<file path="src/rtl/regfile_param.sv">
// Parameterised register file: one write port, two combinational read ports,
// optional hardwired-zero entry 0, optional write-to-read bypass and a pending-write scoreboard.
module regfile_param #(
    parameter int WIDTH    = 32,
    parameter int DEPTH    = 32,
    parameter int ADDR_W   = 5,
    parameter int ZERO_REG = 1,
    parameter int BYPASS   = 1
) (
    input  logic              clk,
    input  logic              reset,
    input  logic              wr_en,
    input  logic [ADDR_W-1:0] wr_addr,
    input  logic [WIDTH-1:0]  wr_data,
    input  logic [ADDR_W-1:0] rd_addr1,
    output logic [WIDTH-1:0]  rd_data1,
    input  logic [ADDR_W-1:0] rd_addr2,
    output logic [WIDTH-1:0]  rd_data2,
    input  logic              rsv_en,
    input  logic [ADDR_W-1:0] rsv_addr,
    output logic              busy1,
    output logic              busy2
);

    logic [WIDTH-1:0] mem_q [DEPTH];
    logic [DEPTH-1:0] pend_q;
    logic [DEPTH-1:0] pend_d;
    logic             wr_ok;

    assign wr_ok = wr_en && !((ZERO_REG != 0) && (wr_addr == '0));

    always_ff @(posedge clk or posedge reset) begin
        if (reset) begin
            for (int i = 0; i < DEPTH; i++) begin
                mem_q[i] <= '0;
            end
        end else if (wr_ok) begin
            mem_q[wr_addr] <= wr_data;
        end
    end

    // Reserve is applied after the clear so a same-address reserve wins over retirement.
    always_comb begin
        pend_d = pend_q;
        if (wr_en) begin
            pend_d[wr_addr] = 1'b0;
        end
        if (rsv_en) begin
            pend_d[rsv_addr] = 1'b1;
        end
        if (ZERO_REG != 0) begin
            pend_d[0] = 1'b0;
        end
    end

    always_ff @(posedge clk or posedge reset) begin
        if (reset) begin
            pend_q <= '0;
        end else begin
            pend_q <= pend_d;
        end
    end

    function automatic logic [WIDTH-1:0] read_word(
        input logic [ADDR_W-1:0] a,
        input logic [WIDTH-1:0]  stored
    );
        logic [WIDTH-1:0] d;
        d = stored;
        if ((BYPASS != 0) && wr_en && (wr_addr == a)) begin
            d = wr_data;
        end
        if ((ZERO_REG != 0) && (a == '0)) begin
            d = '0;
        end
        return d;
    endfunction

    // Forwarded clear only applies when no new producer reserves the same entry this cycle.
    function automatic logic read_busy(
        input logic [ADDR_W-1:0] a,
        input logic              stored
    );
        logic b;
        b = stored;
        if ((BYPASS != 0) && wr_en && (wr_addr == a) && !(rsv_en && (rsv_addr == a))) begin
            b = 1'b0;
        end
        return b;
    endfunction

    always_comb begin
        rd_data1 = read_word(rd_addr1, mem_q[rd_addr1]);
        rd_data2 = read_word(rd_addr2, mem_q[rd_addr2]);
        busy1    = read_busy(rd_addr1, pend_q[rd_addr1]);
        busy2    = read_busy(rd_addr2, pend_q[rd_addr2]);
    end

endmodule

</file>
<file path="config.mk">
export PLATFORM = sky130hd
export DESIGN_NAME = regfile_param
export DESIGN_NICKNAME = d
export VERILOG_FILES = /design/src/rtl/regfile_param.sv
export SDC_FILE = /design/constraint.sdc
export NUM_CORES = 2
export LEC_CHECK = 0
export ABC_AREA = 0
export CELL_PAD_IN_SITES_DETAIL_PLACEMENT = 0
export CELL_PAD_IN_SITES_GLOBAL_PLACEMENT = 2
export CORE_ASPECT_RATIO = 1.1
export CORE_UTILIZATION = 43
export CTS_BUF_LIST = sky130_fd_sc_hd__clkbuf_8
export DETAILED_ROUTE_END_ITERATION = 8
export PLACE_DENSITY = 0.75
export SETUP_SLACK_MARGIN = 0.02
export SYNTH_ARGS = -nofsm -noshare
export SYNTH_HDL_FRONTEND = slang
export SYNTH_SLANG_ARGS = --single-unit
</file>
<file path="constraint.sdc">
create_clock -name clk -period 33.7 [get_ports clk]
set_clock_uncertainty 0.05 [all_clocks]
set_input_delay 6.74 -clock clk [delete_from_list [all_inputs] [get_ports clk]]
set_output_delay 6.74 -clock clk [all_outputs]
set_load 0.05 [all_outputs]
</file>
==> results_dict.tcl <==
set metrics [dict create \
    cp_common_cell "buf_4" \
    antenna_found_initial 7 \
    layout_common_cells "dfrtp_1, mux2_2, mux4_2" \
    drt_wl_total_um 204700 \
    fmax_mhz 53.11 \
    critPathMaxStageDelay_ns 0.85 \
    hold_start "mem_q[993]" \
    cts.clk_slew.worst_paths_ns 0.05 \
    layout_commonest_cell "dfrtp_1" \
    die-area_mm2 0.1340 \
    crit_path_end_kind "output port" \
    hold_path.class "flop to flop" \
    postPlaceCellArea_mm2 0.05955 \
    status "complete, no violations" \
    drt_pre_antenna_iters 7 \
    via_per_inst 6.543 \
    slew_viol_final 0 \
    finalCriticalPeriod_ns 18.83 \
    grt_pass1_vias 39670 \
    core-area_mm2 0.1310 \
    path_buf_inv 5 \
    syn_area_mm2 0.05700 \
    worstPathArrival_ns 12.04 \
    track_usage_pct 30.96 \
    clockRootBuffer "clkbuf_8" \
    critPathSlowestCell "buf_4" \
    relSlewSlack_pct 8.775 \
    grt_pass1_wl_um 296300 \
    synth_seq_area_share_pct 46.31 \
    utilization_pct 48.34 \
    syn_nets 4011 \
    finalHoldViolCount 0 \
    stdcell_area_mm2 0.06331 \
    synth.distinct_cells 63 \
    drive_gt1_share_pct 46.78 \
    holdPathEnd "mem_q[993]" \
    synth-seq-cells 1055 \
    rsz0062_at_grt "false" \
    cts.htree.levels 4 \
    path_class "input pin to output port" \
    r2r_cells 1 \
    cts_resized 0 \
    setup_tns_ns 0 \
    post-route-period-util_pct 55.87 \
    cts_tree "done" \
    overflow 0 \
    multi_input_area_mm2 0.02872 \
    whs_path_depth 0 \
    start_kind "input pin" \
    ys.flop_type "dfrtp_1" \
    async_flop_share_pct 100.0 \
    die_width_um 349.2 \
    dp_hpwl_um 113800 \
    clk_path_buf_depth 3 \
    io_pins 122 \
    drtIter0Drc 3458 \
    path_delay_family "buffers and inverters" \
    worstMarginPinSlew_ns 1.363 \
    cp_cell_sequence "buf_8, buf_4, buf_4, buf_4, mux4_2, mux2i_1, o22ai_1, nor3_1, nor2_1, clkdlybuf4s50_1" \
    drc 0 \
    cts_hold_buffers 0 \
    cts_setup_buffers 0 \
    syn_inst 3955 \
    total_power_mw 3.730 \
    path_max_fanout 67 \
    maxCapViolCount 0 \
    dp_slack_ns 14.80 \
    area_growth_pct 11.06 \
    clock-sinks 1055 \
    fp-row-count 139 \
    ant_nets 0 \
    p_per_area_mw_per_mm2 58.92 \
    register_area_mm2 0.02640 \
    routabilityCongestion 0.8050 \
    p_leak_nw 27.44 \
    fillers 11620 \
    crit_required_ns 26.91 \
    num_vias 38260 \
    start_util_pct 43.53 \
    insertion_delay_ns 0.89 \
    wl_per_cell_um 35.01 \
    nets 3999 \
    die_h_um 383.9 \
    syn_area_per_cell_um2 14.41 \
    grt_max_degree 170 \
    max-vdd-ir-drop_uv 41.52 \
    synth_edf_count 0 \
    rrSetupSlack_ns 32.83 \
    yosys_warnings 0 \
    r2r_start "mem_q[633]" \
    numPortBuffers 121 \
    rr_endpoint "mem_q[633]" \
    fin_ws_ns 14.87 \
    setup_viol 0 \
    cts_buffers 184 \
]
-- cell usage after synthesis (7+ instances only) --
master / count / share of area [%]
nand3_1: 18 / 0.16
nor3_1: 34 / 0.30
clkbuf_1: 233 / 1.5
mux2_2: 998 / 20
dfrtp_1: 1055 / 46
a21oi_1: 71 / 0.62
a221oi_1: 31 / 0.48
buf_4: 40 / 0.53
mux2i_1: 193 / 3.4
o22a_1: 21 / 0.32
a22oi_1: 86 / 1.1
nand3b_1: 8 / 0.11
o22ai_1: 48 / 0.53
nand2_1: 84 / 0.55
buf_2: 105 / 0.92
mux2_1: 19 / 0.38
nor2_1: 47 / 0.31
a211oi_1: 24 / 0.32
mux4_2: 432 / 17
xor2_1: 12 / 0.18
a22oi_2: 9 / 0.20
o211ai_1: 18 / 0.24
o221ai_1: 7 / 0.11
buf_6: 21 / 0.41
a221o_1: 29 / 0.51
o311a_1: 7 / 0.12
nand4_1: 10 / 0.11
buf_1: 44 / 0.29
a31oi_1: 12 / 0.13
nor3b_1: 19 / 0.25
xnor2_1: 8 / 0.12
o21ai_0: 85 / 0.75
a22o_1: 26 / 0.40
nand2b_1: 12 / 0.13
nor2b_1: 21 / 0.23
-- stage by stage --
step / std cells / hold slack (ns)
finish: 5847 / 0.3261
global route: 5846 / 0.3354
CTS: 5845 / 0.3286
detailed placement: 5519 / 0.3145
global placement: 5519 / 0.3106
floorplan: 3955 / 0.3746
-- how the worst max path moves through the flow --
stage,start,to,slack (ns),depth (start not counted)
global route,rd_addr1[0],rd_data1[5],14.53,10
floorplan,reset,mem_q[0],12.36,1
global placement,rd_addr1[0],rd_data1[5],14.81,10
finish,rd_addr1[0],rd_data1[5],14.87,10
CTS,rd_addr1[0],rd_data1[5],14.80,10
detailed placement,rd_addr1[0],rd_data1[5],14.80,10
-- cell type report --
type                            instances  share of cell area [%]
Clock buffer                          233                   5.065
Inverter                                7                 0.04743
Timing Repair Buffer                  250                   3.472
Sequential cell                      1055                   41.70
Antenna cell                            2                0.007905
Clock inverter                         93                  0.8597
Multi-Input combinational cell       2445                   45.36
Tap cell                             1762                   3.482
-- routing by layer --
layer	wire length (um)	up-vias	share of wire [%]	GRT usage, %
met4	7997	2	3.9	12.16
met3	13670	395	6.7	5.719
met2	95590	1550	47	48.36
li1	-	15320	-	-
met5	20	-	0.0098	0
met1	87420	20990	43	42.79
-- state kept, by name (all words and copies together), names as in the netlist --
| name | count |
|---|---|
| pend_q | 31 |
| mem_q | 1024 |
-- report_power, final --
| part | switching [mW] | total [mW] | internal (mW) |
|---|---|---|---|
| clock | 0.559 | 1.22 | 0.656 |
| sequential | 0.174 | 1.68 | 1.51 |
| combinational | 0.372 | 0.830 | 0.458 |
| total | 1.11 | 3.73 | 2.62 |
-- kinds of logic (layout without fill, tap and decap cells) --
family          Yosys count  count (layout)  share of synthesized area, %
mux                    1647            1647                         40.78
compound gates          493             493                         6.157
xor+xnor                 20              20                        0.3073
buf+inv                 455             583                         3.865
other cells               0               2                             0
simple gates            285             285                         2.579
flops                  1055            1055                         46.31
No activity file was read; power rests on OpenSTA's default activity.
